### config.mk
export PLATFORM = sky130hd
export DESIGN_NAME = lsu
export DESIGN_NICKNAME = d
export VERILOG_FILES = /design/src/rtl/lsu_pkg.sv /design/src/rtl/lsu_align.sv /design/src/rtl/lsu.sv
export SDC_FILE = /design/constraint.sdc
export NUM_CORES = 1
export LEC_CHECK = 0
export CELL_PAD_IN_SITES_DETAIL_PLACEMENT = 1
export CELL_PAD_IN_SITES_GLOBAL_PLACEMENT = 1
export CORE_AREA = 2 2 121 135
export CTS_CLUSTER_DIAMETER = 100
export CTS_CLUSTER_SIZE = 14
export DETAILED_ROUTE_END_ITERATION = 16
export DIE_AREA = 0 0 123 137
export PLACE_DENSITY_LB_ADDON = 0.1
export SETUP_SLACK_MARGIN = 0.3
export SLEW_MARGIN = 20
export SYNTH_ARGS = -nofsm -noshare
export SYNTH_HDL_FRONTEND = slang
export SYNTH_SLANG_ARGS = --single-unit
### constraint.sdc
create_clock -name clk -period 2.4 [get_ports clk]
set_input_delay 0.24 -clock clk [delete_from_list [all_inputs] [get_ports clk]]
set_output_delay 0.24 -clock clk [all_outputs]
set_load 0.05 [all_outputs]
### src/rtl/lsu_pkg.sv
// ============================================================================
// Module : lsu_pkg
// Brief  : Shared encodings, state type and helpers for the load/store unit.
// Rev    : 1.0  initial release
// ============================================================================
`default_nettype none

package lsu_pkg;

    localparam logic [1:0] SZ_B = 2'b00;
    localparam logic [1:0] SZ_H = 2'b01;
    localparam logic [1:0] SZ_W = 2'b10;

    // Bit of the op field that selects zero-extension on loads
    localparam int OP_UNS_BIT = 2;

    typedef enum logic [2:0] {
        S_IDLE = 3'd0,
        S_RD   = 3'd1,
        S_CAP  = 3'd2,
        S_WR   = 3'd3,
        S_ERR  = 3'd4
    } lsu_state_t;

    // The reserved size code 11 behaves as a full word
    function automatic logic [1:0] eff_size(input logic [1:0] sz);
        return (sz == 2'b11) ? SZ_W : sz;
    endfunction

    function automatic logic misaligned(input logic [1:0] sz, input logic [1:0] lo);
        case (sz)
            SZ_H:    return lo[0];
            SZ_W:    return (lo != 2'b00);
            default: return 1'b0;
        endcase
    endfunction

endpackage

`default_nettype wire

### src/rtl/lsu_align.sv
// ============================================================================
// Module : lsu_align
// Brief  : Combinational lane logic: load extraction/extension and sub-word
//          store merge into an existing memory word.
// Rev    : 1.0  initial release
// ============================================================================
`default_nettype none

module lsu_align
    import lsu_pkg::*;
(
    input  logic [31:0] word_i,
    input  logic [31:0] wdata_i,
    input  logic [1:0]  addr_lo_i,
    input  logic [2:0]  op_i,
    output logic [31:0] load_o,
    output logic [31:0] merge_o
);

    logic [1:0] w_sz;
    logic [4:0] w_bsh;
    logic [4:0] w_hsh;
    logic [7:0] w_byte;
    logic [15:0] w_half;
    logic       w_sext;

    assign w_sz   = eff_size(op_i[1:0]);
    assign w_bsh  = {addr_lo_i, 3'b000};
    assign w_hsh  = {addr_lo_i[1], 4'b0000};
    assign w_byte = word_i[w_bsh +: 8];
    assign w_half = word_i[w_hsh +: 16];
    assign w_sext = ~op_i[OP_UNS_BIT];

    always_comb begin
        load_o  = word_i;
        merge_o = word_i;
        case (w_sz)
            SZ_B: begin
                load_o = {{24{w_sext & w_byte[7]}}, w_byte};
                merge_o[w_bsh +: 8] = wdata_i[7:0];
            end
            SZ_H: begin
                load_o = {{16{w_sext & w_half[15]}}, w_half};
                merge_o[w_hsh +: 16] = wdata_i[15:0];
            end
            default: begin
                load_o  = word_i;
                merge_o = wdata_i;
            end
        endcase
    end

endmodule

`default_nettype wire

### src/rtl/lsu.sv
// ============================================================================
// Module : lsu
// Brief  : Load/store unit for a word-addressed memory; sub-word stores are
//          read-modify-write. Define LSU_MISALIGN_TRAP_EN to trap misaligned
//          half/word accesses instead of silently aligning them.
// Rev    : 1.0  initial release
// ============================================================================
`default_nettype none

module lsu
    import lsu_pkg::*;
#(
    parameter int DEPTH_LOG2 = 7
) (
    input  logic        clk,
    input  logic        rst,
    input  logic        req_valid,
    output logic        req_ready,
    input  logic        req_we,
    input  logic [2:0]  req_op,
    input  logic [31:0] req_addr,
    input  logic [31:0] req_wdata,
    output logic        rsp_valid,
    output logic [31:0] rsp_data,
    output logic        rsp_err,
    output logic        mem_write,
    output logic [31:0] m_addr,
    output logic [31:0] m_w_data,
    input  logic [31:0] m_r_data
);

    localparam int AW = DEPTH_LOG2 + 2;

    lsu_state_t     state_q, state_d;
    logic           we_q;
    logic [2:0]     op_q;
    logic [AW-1:0]  addr_q;
    logic [31:0]    data_q;

    logic           w_accept;
    logic [1:0]     w_req_sz;
    logic [AW-1:0]  w_addr_in;
    logic [31:0]    w_load;
    logic [31:0]    w_merge;
    logic           w_unused_addr;

    assign w_accept      = req_valid && (state_q == S_IDLE);
    assign w_req_sz      = eff_size(req_op[1:0]);
    assign w_unused_addr = ^req_addr[31:AW];

`ifdef LSU_MISALIGN_TRAP_EN
    assign w_addr_in = req_addr[AW-1:0];
`else
    // Misaligned low bits are dropped so the access lands on its natural boundary
    always_comb begin
        w_addr_in = req_addr[AW-1:0];
        if (w_req_sz == SZ_H) begin
            w_addr_in[0] = 1'b0;
        end else if (w_req_sz == SZ_W) begin
            w_addr_in[1:0] = 2'b00;
        end
    end
`endif

    lsu_align u_align (
        .word_i    (m_r_data),
        .wdata_i   (data_q),
        .addr_lo_i (addr_q[1:0]),
        .op_i      (op_q),
        .load_o    (w_load),
        .merge_o   (w_merge)
    );

    always_comb begin
        state_d   = state_q;
        req_ready = 1'b0;
        rsp_valid = 1'b0;
        rsp_data  = '0;
        rsp_err   = 1'b0;
        mem_write = 1'b0;
        case (state_q)
            S_IDLE: begin
                req_ready = 1'b1;
                if (req_valid) begin
                    if (req_we && (w_req_sz == SZ_W)) begin
                        state_d = S_WR;
                    end else begin
                        state_d = S_RD;
                    end
`ifdef LSU_MISALIGN_TRAP_EN
                    if (misaligned(w_req_sz, req_addr[1:0])) begin
                        state_d = S_ERR;
                    end
`endif
                end
            end
            S_RD: begin
                state_d = S_CAP;
            end
            S_CAP: begin
                if (we_q) begin
                    state_d = S_WR;
                end else begin
                    rsp_valid = 1'b1;
                    rsp_data  = w_load;
                    state_d   = S_IDLE;
                end
            end
            S_WR: begin
                mem_write = 1'b1;
                rsp_valid = 1'b1;
                state_d   = S_IDLE;
            end
`ifdef LSU_MISALIGN_TRAP_EN
            S_ERR: begin
                rsp_valid = 1'b1;
                rsp_err   = 1'b1;
                state_d   = S_IDLE;
            end
`endif
            default: begin
                state_d = S_IDLE;
            end
        endcase
    end

    assign m_addr   = {{(32-DEPTH_LOG2){1'b0}}, addr_q[AW-1:2]};
    assign m_w_data = (state_q == S_WR) ? data_q : '0;

    // data_q holds store data until CAP, then the merged word for WR
    always_ff @(posedge clk or posedge rst) begin
        if (rst) begin
            state_q <= S_IDLE;
            we_q    <= 1'b0;
            op_q    <= '0;
            addr_q  <= '0;
            data_q  <= '0;
        end else begin
            state_q <= state_d;
            if (w_accept) begin
                we_q   <= req_we;
                op_q   <= req_op;
                addr_q <= w_addr_in;
                data_q <= req_wdata;
            end else if ((state_q == S_CAP) && we_q) begin
                data_q <= w_merge;
            end
        end
    end

endmodule

`default_nettype wire

==> results.toml, run 1 <==
[timing]
post-route-min-period_ns = 2.17
fin_ws_ns = 0.235
hold_viol_final = 0
tightest_slew_ns = 0.589
clock_skew_ns = 0.00588
period_share_pct = 90.2
setup_viol = 0
clock.fmax_ghz = 0.462
grt_setup_unrepaired = "true"
fin_tns_setup_ns = 0
maxSlewHeadroom_pct = 60.7
drv_slew = 0

[synth]
yosysUniqueCellTypes = 49
synthArstFlopShare_pct = 100
synth_edf_count = 0
synth-compound-area-share_pct = 26.5
syn_avg_cell_area_um2 = 8.64
ys_ff_latch = 47
yosysSeqAreaShare_pct = 29.7
ys.flop_type = "dfrtp_1"
synth_area_leaders = "dfrtp_1 (30%), buf_4 (7.2%), and3_1 (5.2%)"
synth-xor-area-share_pct = 0
synth_adder_area_share_pct = 1.58
netlist.area_leader.share_pct = 29.7
synth_top_family_by_area = "compound AO/OA/AOI/OAI gates"
synth_mux_area_share_pct = 11.4
synth_cells = 458
yosys.area_share.simple_pct = 18.8
yosysTopAreaCell = "dfrtp_1"
synth_warnings = 0
syn_area_um2 = 3960

[grt]
antenna_found_initial = 0
grt_pass1_vias = 4470
grt_util_all_layers_pct = 20.0
grt_max_degree = 49
grt_pass1_wl_um = 25500
grt_remaining_overflow = 0

[floorplanning]
start_util_pct = 25.5
rows = 48
core_um2 = 15500
die_h_um = 137
fp.dieArea_um2 = 16900
ios = 203
dieWidth_um = 123

[worst_setup_path]
path_buf_inv = 3
crit_fanout = 16
worst_path_max_delay_cell = "dfrtp_1"
crit_required_ns = 2.16
startpoint_type = "flop"
path_delay_family = "multiplexers"
path_cells = "buf_6, mux2_4, mux2i_4, nor4_4, buf_12, a21o_1, buf_12"
crit_type = "flop to output port"
crit_path_max_incr_delay_ns = 0.43
cp-end-kind = "output port"
crit_top_cell = "buf_12"
arrival_ns = 1.93

[finish]
areaGrowthSynthToFinish_pct = 72.6
layout_commonest_cell = "clkdlybuf4s50_1"
diodes = 0
drive_gt1_share_pct = 31.5
mostFrequentLayoutCells = "clkdlybuf4s50_1 (86), buf_12 (66), nand2_1 (50)"
final_nets = 727
num-fill-cells = 1754

[power_and_ir_drop]
power.density_nw_per_um2 = 1360
ir_drop_mv = 0.931
p_leak_nw = 3.00

[clock_tree]
cts_root_buf = "clkbuf_16"
cts_tree = "done"
clock-sinks = 47
cts_hold_buffers = 0
clk_latency_ns = 0.30
cts_max_level = 2
cts-root-to-sink-buffers = 2
cts_made_buffers = 5
clk_pin_slew_ns = 0.07

[routing]
viasPerCell = 5.19
antenna_left = 0
first_pass_iters = 4
drc = 0
wl_um = 16900
wl_per_cell_um = 20.6
vias = 4254
drtIter0Drc = 179

[placed_design]
place_congestion = 0.815
place_ws_ns = 0.0592
port_buffers = 153
hpwl_um = 13000

[outcome]
status = "complete, no violations"

[worst_hold_path]
min_path_type = "primary input to asynchronous set/reset pin"

[flow_run]
maxCapViolations = 0
[metal layers]
metal	global-route usage, %	share of wire [%]	up-vias	routed length (um)
met5	0	0	-	0
met4	5.49	1.9	0	329
met3	3.08	4.6	19	775
met2	37.8	54	118	9100
met1	23.2	40	2140	6710
li1	-	-	1977	-
[cell families after synthesis]
group / count (synthesis)
simple gates: 150
fa+ha+maj: 5
buf+inv: 82
mux: 35
other cells: 1
compound gates: 138
flops: 47
[stage by stage]
| step | total power [mW] | util (%) | instance area (um^2) | hold WS, ns | std cells |
|---|---|---|---|---|---|
| after floorplan | 5.51 | - | 4120 | 0.345 | 483 |
| after detailed placement | 8.08 | 41.0 | 6350 | 0.470 | 798 |
| after global placement | 7.98 | 41.0 | 6350 | 0.459 | 798 |
| after CTS | 9.20 | 43.5 | 6730 | 0.287 | 819 |
| final | 9.28 | 44.1 | 6830 | 0.271 | 820 |
| after global routing | 9.80 | 44.1 | 6830 | 0.308 | 820 |
[cell usage after synthesis, types with 15 or more instances]
cell type   n
and3_1     33
a31oi_1    18
a21o_1     17
buf_2      15
buf_4      38
a211o_1    17
mux2i_1    18
a221oi_1   22
clkbuf_1   18
nand2_1    53
nor2_1     36
dfrtp_1    47
[power by group]
part	internal, mW	total [mW]	switching (mW)
logic	3.07	6.98	3.91
clock network	0.444	0.755	0.310
registers	1.18	1.55	0.369
[area by class of cell]
type | count | area (um^2) | area share [%]
repair buffers | 201 | 2580 | 37.7
inverters | 10 | 38.8 | 0.568
clock buffers | 8 | 156 | 2.29
flip-flops and latches | 47 | 1180 | 17.3
multi-input cells | 354 | 2630 | 38.5
well taps | 200 | 250 | 3.66
[worst register-to-register path, delay by kind of cell, from the launching register on]
family                   cells  cell delay [ns]
buffers and inverters        1             0.12
flip-flops                   1             0.48
AND/OR/NAND/NOR              1             0.06
adder cells (fa/ha/maj)      1             0.31
AO/OA/AOI/OAI                2             0.62
multiplexers                 1             0.37
[sequential cells by signal, summed over array words and instances (netlist names)]
register and count:
data_q 32, op_q 3, addr_q 9, state_q 2, we_q 1
[path summary, 6_finish.rpt]
kind,from,to,slack (ns),depth (start not counted)
min in group clk,req_op[2],op_q[2]$_DFFE_PP0P_,0.47,3
min reg2reg,addr_q[6]$_DFFE_PP0P_,addr_q[6]$_DFFE_PP0P_,0.48,2
min,rst,addr_q[5]$_DFFE_PP0P_,0.27,2
max reg2reg,addr_q[0]$_DFFE_PP0P_,data_q[2]$_DFFE_PP0P_,0.34,6
max in group asynchronous,rst,data_q[29]$_DFFE_PP0P_,1.53,3
max,addr_q[1]$_DFFE_PP0P_,rsp_data[26],0.23,7
[repair_timing]
action | CTS | global route
hold endpoints to repair | 0 | 0
pin swaps | 4 | 11
endpoints found under the setup margin | 54 | 49
resized for setup | 37 | 20
setup buffers | 13 | 1
No activity file was read; power rests on OpenSTA's default activity.
==> run 2, diff against run 1 <==
Settings changed: SETUP_SLACK_MARGIN 0.3 to 0.15.
==> results.toml, run 2 (synthesis gave the netlist of run 1 again) <==
[grt]
grt_remaining_overflow = 0
grt_util_all_layers_pct = 20.1
antenna_found_initial = 0
grt_pass1_wl_um = 25700
grt_pass1_vias = 4589
grt_max_degree = 53

[clock_tree]
cts_tree = "done"
cts_max_level = 2
cts-root-to-sink-buffers = 2
clock-sinks = 47
clk_latency_ns = 0.29
cts_root_buf = "clkbuf_16"
clk_pin_slew_ns = 0.06
cts_made_buffers = 5

[worst_setup_path]
cp-end-kind = "output port"
arrival_ns = 1.93
crit_fanout = 9
crit_type = "flop to output port"
crit_required_ns = 2.16
crit_top_cell = "buf_4"
worst_path_max_delay_cell = "dfrtp_2"
startpoint_type = "flop"
crit_path_max_incr_delay_ns = 0.45
path_cells = "clkinv_1, buf_4, a21oi_1, buf_4, o22ai_1, nor3_2, buf_12"

[floorplanning]
fp.dieArea_um2 = 16900
core_um2 = 15500
die_h_um = 137
rows = 48
dieWidth_um = 123
ios = 203
start_util_pct = 25.5

[finish]
mostFrequentLayoutCells = "clkdlybuf4s50_1 (86), buf_12 (65), nand2_1 (52)"
reg_top3 = "data_q (32), addr_q (9), op_q (3)"
drive_gt1_share_pct = 26.7
design_area_um2 = 6550
areaGrowthSynthToFinish_pct = 65.4
layout_commonest_cell = "clkdlybuf4s50_1"
final_nets = 713
regMostFlops = "data_q"
diodes = 0
largest_reg_flops = 32

[timing]
clock.fmax_ghz = 0.462
hold_viol_final = 0
setup_viol = 0
clock_skew_ns = 0.00327
fin_tns_setup_ns = 0
period_share_pct = 90.3
maxSlewHeadroom_pct = 62.2
tightest_slew_ns = 0.567
post-route-min-period_ns = 2.17
fin_hold_ws_ns = 0.225
grt_setup_unrepaired = "true"
drv_slew = 0

[power_and_ir_drop]
p_leak_nw = 2.88
power.density_nw_per_um2 = 1340
power_mw = 8.79
ir_drop_mv = 0.674

[routing]
wl_um = 16800
first_pass_iters = 4
drc = 0
antenna_left = 0
wl_per_cell_um = 20.9
viasPerCell = 5.20
vias = 4179
drtIter0Drc = 115

[placed_design]
hpwl_um = 13200
placed_area_um2 = 6330
port_buffers = 153
place_congestion = 0.788

[flow_run]
maxCapViolations = 0

[outcome]
status = "complete, no violations"

[worst_hold_path]
min_path_type = "primary input to asynchronous set/reset pin"
run 2: worst max-delay path: cells and delay by family, from the launching register on:
kind / cells / cell delay, ns
compound gates: 2 / 0.25
buf+inv: 4 / 0.69
flops: 1 / 0.45
simple gates: 1 / 0.24
run 2: cell type report:
cell class | count | area (um^2)
clock buffer | 6 | 129
fill | 1756 | 8950
inverter | 10 | 37.5
multi-input combinational | 354 | 2500
sequential | 47 | 1180
tap | 200 | 250
timing repair buffer | 187 | 2450
run 2: per-layer routing:
layer / vias up / routed length [um] / global-route usage, %
met2: 99 / 9170 / 38.1
met5: - / 0 / 0
met4: 0 / 497 / 6.94
met3: 28 / 582 / 2.96
li1: 1946 / - / -
met1: 2106 / 6520 / 22.7
run 2: path summary, 6_finish.rpt:
kind,from,end,slack [ns],cells after the start
setup reg to reg,addr_q[1]$_DFFE_PP0P_,data_q[13]$_DFFE_PP0P_,0.25,7
max in group asynchronous,rst,data_q[12]$_DFFE_PP0P_,1.58,3
hold reg to reg,addr_q[5]$_DFFE_PP0P_,addr_q[5]$_DFFE_PP0P_,0.48,2
min in group clk,req_addr[5],addr_q[5]$_DFFE_PP0P_,0.48,3
setup / recovery,addr_q[1]$_DFFE_PP0P_,rsp_data[2],0.23,7
hold / removal,rst,addr_q[3]$_DFFE_PP0P_,0.22,2
run 2: power breakdown:
part / switching (mW) / total [mW] / leakage (nW) / internal [mW]
clock network: 0.286 / 0.661 / 0.0628 / 0.375
logic: 3.77 / 6.59 / 2.26 / 2.81
registers: 0.355 / 1.54 / 0.558 / 1.18
run 2: timing repair:
action                     CTS  global route
hold buffers                 0             0
setup endpoints to repair   34            34
setup buffers                1             0
pin swaps                    1             1
resized for setup            9            12
run 2: metrics by stage:
step	setup WS [ns]	instances	util, %
3_5_place_dp	-0.00515	797	40.9
5_1_grt	0.134	804	42.2
6_report	0.233	804	42.2
2_1_floorplan	0.125	483	-
4_1_cts	0.152	804	42.0
3_3_place_gp	0.105	797	40.9
